===== config.mk =====
export PLATFORM = sky130hd
export DESIGN_NAME = uart_rx_flat
export DESIGN_NICKNAME = d
export VERILOG_FILES = /design/src/rtl/uart_rx_if.sv /design/src/rtl/uart_rx.sv /design/src/flat_wrapper.sv
export SDC_FILE = /design/constraint.sdc
export NUM_CORES = 1
export LEC_CHECK = 0
export ABC_AREA = 1
export BUFFER_PORTS_ARGS = -buffer_cell sky130_fd_sc_hd__buf_4
export CAP_MARGIN = 20
export CELL_PAD_IN_SITES_DETAIL_PLACEMENT = 0
export CELL_PAD_IN_SITES_GLOBAL_PLACEMENT = 1
export CORE_MARGIN = 2
export CORE_UTILIZATION = 41
export DETAILED_ROUTE_END_ITERATION = 8
export PLACE_DENSITY_LB_ADDON = 0.1
export SLEW_MARGIN = 0
export SYNTH_ARGS = -nofsm -noshare
export SYNTH_HDL_FRONTEND = slang
export SYNTH_SLANG_ARGS = --single-unit
export TNS_END_PERCENT = 50

===== constraint.sdc =====
create_clock -name clk -period 1.38 [get_ports clk]
set_input_delay 0.207 -clock clk [delete_from_list [all_inputs] [get_ports clk]]
set_output_delay 0.207 -clock clk [all_outputs]
set_load 0.02 [all_outputs]

===== src/rtl/uart_rx_if.sv =====
// Byte-side handshake between the UART receiver and the bus peripheral.
// The receiver drives the data and status lines; the consumer drives rd_i.
interface uart_rx_if;
    logic       rd_i;
    logic [7:0] data_o;
    logic       valid_o;
    logic       frame_err_o;
    logic       overrun_o;
    logic       busy_o;

    modport slave  (input rd_i, output data_o, valid_o, frame_err_o, overrun_o, busy_o);
    modport master (output rd_i, input data_o, valid_o, frame_err_o, overrun_o, busy_o);
endinterface


===== src/rtl/uart_rx.sv =====
// 8N1 UART receiver: synchronises rx_pin, samples each bit at mid-bit and
// hands the byte over a valid/read handshake with frame-error and overrun pulses.
module uart_rx #(
    parameter int CLK_FREQ  = 50000000,
    parameter int BAUD_RATE = 115200
) (
    input  logic     clk,
    input  logic     rst_n,
    input  logic     rx_pin,
    uart_rx_if.slave bus
);
    localparam int CNT_MAX = CLK_FREQ / BAUD_RATE;
    localparam int HALF    = CNT_MAX / 2;

    typedef enum logic [2:0] {IDLE, START, DATA, STOP, BREAK} state_t;

    state_t      state, state_n;
    logic        rx_m, rx_s, rx_d;
    logic [15:0] cnt, cnt_n;
    logic [2:0]  bit_idx, bit_idx_n;
    logic [7:0]  shifter, shifter_n;
    logic [7:0]  data_q, data_n;
    logic        valid_q, valid_n;
    logic        ferr_q, ferr_n;
    logic        ovr_q, ovr_n;

    // rx_d trails rx_s by one cycle so IDLE can spot the start edge
    always_ff @(posedge clk or negedge rst_n) begin
        if (!rst_n) begin
            rx_m <= 1'b1;
            rx_s <= 1'b1;
            rx_d <= 1'b1;
        end else begin
            rx_m <= rx_pin;
            rx_s <= rx_m;
            rx_d <= rx_s;
        end
    end

    always_ff @(posedge clk or negedge rst_n) begin
        if (!rst_n) begin
            state   <= IDLE;
            cnt     <= '0;
            bit_idx <= '0;
            shifter <= '0;
            data_q  <= '0;
            valid_q <= 1'b0;
            ferr_q  <= 1'b0;
            ovr_q   <= 1'b0;
        end else begin
            state   <= state_n;
            cnt     <= cnt_n;
            bit_idx <= bit_idx_n;
            shifter <= shifter_n;
            data_q  <= data_n;
            valid_q <= valid_n;
            ferr_q  <= ferr_n;
            ovr_q   <= ovr_n;
        end
    end

    always_comb begin
        state_n   = state;
        cnt_n     = cnt + 16'd1;
        bit_idx_n = bit_idx;
        shifter_n = shifter;
        data_n    = data_q;
        valid_n   = valid_q & ~bus.rd_i;
        ferr_n    = 1'b0;
        ovr_n     = 1'b0;
        case (state)
            IDLE: begin
                cnt_n = '0;
                if (rx_d && !rx_s) state_n = START;
            end
            START: begin
                if (cnt == 16'(HALF - 1)) begin
                    if (rx_s) begin
                        state_n = IDLE;
                    end else begin
                        cnt_n     = '0;
                        bit_idx_n = '0;
                        state_n   = DATA;
                    end
                end
            end
            DATA: begin
                if (cnt == 16'(CNT_MAX - 1)) begin
                    cnt_n     = '0;
                    shifter_n = {rx_s, shifter[7:1]};
                    if (bit_idx == 3'd7) state_n = STOP;
                    else                 bit_idx_n = bit_idx + 3'd1;
                end
            end
            STOP: begin
                if (cnt == 16'(CNT_MAX - 1)) begin
                    cnt_n = '0;
                    if (rx_s) begin
                        // a read in the load cycle consumes the old byte, so no overrun
                        data_n  = shifter;
                        valid_n = 1'b1;
                        ovr_n   = valid_q & ~bus.rd_i;
                        state_n = IDLE;
                    end else begin
                        ferr_n  = 1'b1;
                        state_n = BREAK;
                    end
                end
            end
            BREAK: begin
                cnt_n = '0;
                if (rx_s) state_n = IDLE;
            end
            default: state_n = IDLE;
        endcase
    end

    assign bus.data_o      = data_q;
    assign bus.valid_o     = valid_q;
    assign bus.frame_err_o = ferr_q;
    assign bus.overrun_o   = ovr_q;
    assign bus.busy_o      = (state != IDLE);
endmodule


===== src/flat_wrapper.sv =====
// flat-port wrapper written by rule: the top's interface ports become plain ports
module uart_rx_flat 
#(
    parameter int CLK_FREQ  = 50000000,
    parameter int BAUD_RATE = 115200
)
  (clk, rst_n, rx_pin, bus_rd_i, bus_data_o, bus_valid_o, bus_frame_err_o, bus_overrun_o, bus_busy_o);
  uart_rx_if bus_i ();
  input  logic clk;
  input  logic rst_n;
  input  logic rx_pin;
  input wire logic [$bits(bus_i.rd_i)-1:0] bus_rd_i;
  output wire logic [$bits(bus_i.data_o)-1:0] bus_data_o;
  output wire logic [$bits(bus_i.valid_o)-1:0] bus_valid_o;
  output wire logic [$bits(bus_i.frame_err_o)-1:0] bus_frame_err_o;
  output wire logic [$bits(bus_i.overrun_o)-1:0] bus_overrun_o;
  output wire logic [$bits(bus_i.busy_o)-1:0] bus_busy_o;
  assign bus_i.rd_i = bus_rd_i;
  assign bus_data_o = bus_i.data_o;
  assign bus_valid_o = bus_i.valid_o;
  assign bus_frame_err_o = bus_i.frame_err_o;
  assign bus_overrun_o = bus_i.overrun_o;
  assign bus_busy_o = bus_i.busy_o;
  uart_rx #(.CLK_FREQ(CLK_FREQ), .BAUD_RATE(BAUD_RATE)) u_core (.clk(clk), .rst_n(rst_n), .rx_pin(rx_pin), .bus(bus_i));
endmodule

==> results by group <==
Status
  • Outcome: complete, but fails checks
  • Violated checks: negative setup slack

Yosys
  • Number of synthesized flops with an enable pin: 0
  • Number of register bits inferred by synthesis: 44
  • Cell area after synthesis: 0.002278 mm2
  • Most common library cells after synthesis: sky130_fd_sc_hd__nand2_1 (61), sky130_fd_sc_hd__dfrtp_1 (41), sky130_fd_sc_hd__inv_1 (31)
  • Leading post-synthesis cells by cell area: sky130_fd_sc_hd__dfrtp_1 (45%), sky130_fd_sc_hd__nand2_1 (10%), sky130_fd_sc_hd__inv_1 (5.1%), sky130_fd_sc_hd__nor2_1 (4.3%), sky130_fd_sc_hd__dfstp_2 (3.5%)
  • Mapped Nets: 270
  • Mean post-synth cell area: 8.730 um2
  • Synth Warn #: 0
  • Sequential-to-total area share from yosys stat: 48.49%
  • Post-synth top flop: sky130_fd_sc_hd__dfrtp_1
  • Number of cells produced by synthesis: 261
  • Most used standard cell by instance count after synthesis: sky130_fd_sc_hd__nand2_1
  • Distinct cell type count of the synthesized netlist: 34
  • Fraction of synthesized cell area taken by the top area cell type: 45.03%
  • Share of synthesized flip-flops with an asynchronous set or reset: 100.0%
  • Post-synth top area cell: sky130_fd_sc_hd__dfrtp_1

Worst setup path
  • Depth of the most critical reg-to-reg path: 9
  • Worst setup path end: u_core.cnt[9]
  • Library cell appearing most often on the critical path: sky130_fd_sc_hd__nand2_4
  • Required time at the worst-slack endpoint: 1560 ps
  • Worst r2r dst: u_core.cnt[9]
  • Beginning of the worst register-to-register path: u_core.cnt[1]
  • Cell with the largest stage delay on the worst path: sky130_fd_sc_hd__dfrtp_1
  • Critical path data arrival time: 1690 ps
  • Maximum fanout along the worst path: 7
  • Type of element capturing the critical path: flip-flop
  • R2R Setup Slk: -130 ps
  • Crit. Startpoint: u_core.cnt[1]
  • Largest stage delay on the critical path: 430 ps
  • Crit path kind: reg -> reg
  • Critical Path Start Type: flip-flop
  • Cells along the critical path: inv_2 -> ha_4 -> nand2_4 -> nor2_4 -> nand2_4 -> a21oi_4 -> nand2_4 -> nand2_2 -> nor2_2

Drt
  • DR iter-0 viols: 58
  • Via density per instance: 4.493
  • Wire length per cell: 11.65 um
  • Routed vias: 1815
  • Total wire length: 4.706 mm
  • Antenna Violating Nets Remaining: 0
  • Pre-antenna DRT Iters: 4
  • Count of unresolved DRC violations after routing: 0

Floorplan
  • Row count: 27
  • Die ar.: 0.006169 mm2
  • Top Ports: 16
  • Die Ht: 78.55 um
  • Placeable core region: 0.005439 mm2
  • Die outline width: 78.55 um
  • Effective utilization at floorplan: 41.89%

STA
  • # setup viols final: 38
  • Layout Skew: 4.726 ps
  • Transition time of the tightest slew-check pin: 575.4 ps
  • Number of hold-slack violations in the final timing report: 0
  • Ratio of final minimum period to clock period: 109.7%
  • Worst relative slew slack: 61.64%
  • RSZ-0062 raised after global routing: yes
  • Max Transition Viols Final: 0
  • Final sum of negative setup slack: -2562 ps
  • Final worst-path setup slack: -134.3 ps
  • Highest clock rate: 660.4 MHz
  • Worst hold-check slack: 164.3 ps
  • Shortest period the worst path allows: 1514 ps

Finish
  • Final core utilization: 58.29%
  • Fin nets: 340
  • Area added between synthesis and finish: 39.15%
  • Post-layout instance count excluding filler cells: 404
  • Ant diodes: 0
  • Count of fill cells added during filler insertion: 517
  • Sequential cell area: 0.001109 mm2
  • Layout cell share with drive strength beyond 1: 47.89%
  • Multi-input gate area: 0.001182 mm2

Hold path
  • Beginning of the worst hold path: bus_rd_i
  • Worst hold path class: in -> reg

Global routing
  • GRT Residual Overflow: 0
  • Vias in the first global route: 1747
  • Wire length of the first global-routing pass: 8.045 mm
  • Number of antenna violations at the first check in global routing: 0
  • Maximum number of pins on one net before global-route repair: 45
  • Total routing usage reported by global routing: 16.79%

Placed design
  • Setup WS pre-CTS: -188.4 ps
  • Final HPWL DP: 3.394 mm
  • Buffers added on ports: 15
  • RePlAce Congestion: 0.8105
  • DP Cell Count: 386

Power and ir drop
  • Power per Cell Area: 1201 mW/mm2
  • Worst-case vdd ir drop: 0.6942 mV
  • Leakage dissipation: 1.499 nW

Clocking
  • Longest Clk Path Bufs: 2
  • Clock latency on the worst-skew pair: 290 ps
  • Buffer cell driving the clock tree root: sky130_fd_sc_hd__clkbuf_8
  • Clock-pin slew reported for the worst setup and hold paths after clock tree synthesis: 80 ps
  • Sinks on Clock Net: 44
  • CTS tree: yes
  • Clock buffer count from CTS: 5
  • H-tree Lvls: 2

Job
  • Max capacitance violation total: 0
==> layout by cell type (no fill, tap or decap), drive strengths merged, types with 4 or more instances in the layout <==
cell / n
nor2: 32
a21oi: 12
nand4: 5
xor2: 5
nor3: 4
nand2: 68
inv: 37
ha: 5
clkbuf: 6
buf: 63
nand3: 12
o21ai: 26
dfrtp: 41
==> cells by family after synthesis <==
group                      count (synthesis)  synth area share, %
AOI/OAI and AO/OA                         40                11.26
buffers and inverters                     40                7.029
adders and majority gates                  5                2.746
DFF                                       44                48.49
xor gates and xnor gates                   8                3.075
and+or+nand+nor                          124                27.40
==> layout make-up <==
class | count | share of cell area [%]
inverter | 38 | 4.538
multi-input combinational | 177 | 37.29
clock buffer | 6 | 2.605
sequential | 44 | 34.96
tap | 72 | 2.841
timing repair buffer | 65 | 16.54
clock inverter | 2 | 1.223
==> timing repair <==
action,in CTS,in global routing
hold endpoints to repair,41,1
hold buffers,1,1
pin swaps,8,15
gates resized for setup,15,42
buffers inserted,5,3
setup endpoints to repair,41,41
==> layer usage <==
layer / up-vias / global-route usage (%) / share of wire [%]
met5: - / 0 / 0
met4: 0 / 5.263 / 1.1
met3: 4 / 3.793 / 2.6
met2: 17 / 25.21 / 44
met1: 828 / 24.08 / 52
li1: 966 / - / -
==> worst min-delay path by stage <==
stage          cells past startpoint                    to  slack (ps)
2_1_floorplan                      0     u_core.bit_idx[0]         -90
3_3_place_gp                       1        u_core.cnt[12]         250
3_5_place_dp                       1         u_core.cnt[8]         240
4_1_cts                            1           u_core.rx_m           5
5_1_grt                            4  u_core.bus.overrun_o         160
6_report                           4  u_core.bus.overrun_o         160
==> sequential cells by signal (all words and copies together), names as in the netlist <==
register / count
u_core.bit_idx: 3
u_core.bus.data_o: 8
u_core.bus.frame_err_o: 1
u_core.bus.overrun_o: 1
u_core.bus.valid_o: 1
u_core.cnt: 16
u_core.rx_d: 1
u_core.rx_m: 1
u_core.rx_s: 1
u_core.shifter: 8
u_core.state: 3
==> through the flow <==
stage | power, mW | instance area, um2
6_report | 3.808 | 3171
5_1_grt | 4.069 | 3171
4_1_cts | 3.701 | 3008
3_5_place_dp | 2.476 | 2788
3_3_place_gp | 2.473 | 2788
2_1_floorplan | 2.126 | 2288
==> power breakdown <==
part	total, mW	switching [mW]	leakage [nW]	internal, mW
Sequential	1.47	0.0916	0.596	1.38
Combinational	1.31	0.753	0.842	0.558
Clock	1.03	0.437	0.0614	0.592
==> worst max-delay path: cells and delay by family (launching register included) <==
kind | cells | cell delay, ps
buf+inv | 1 | 110
flops | 1 | 430
compound gates | 1 | 230
fa+ha+maj | 1 | 140
simple gates | 6 | 470
No activity file was read; power rests on OpenSTA's default activity.
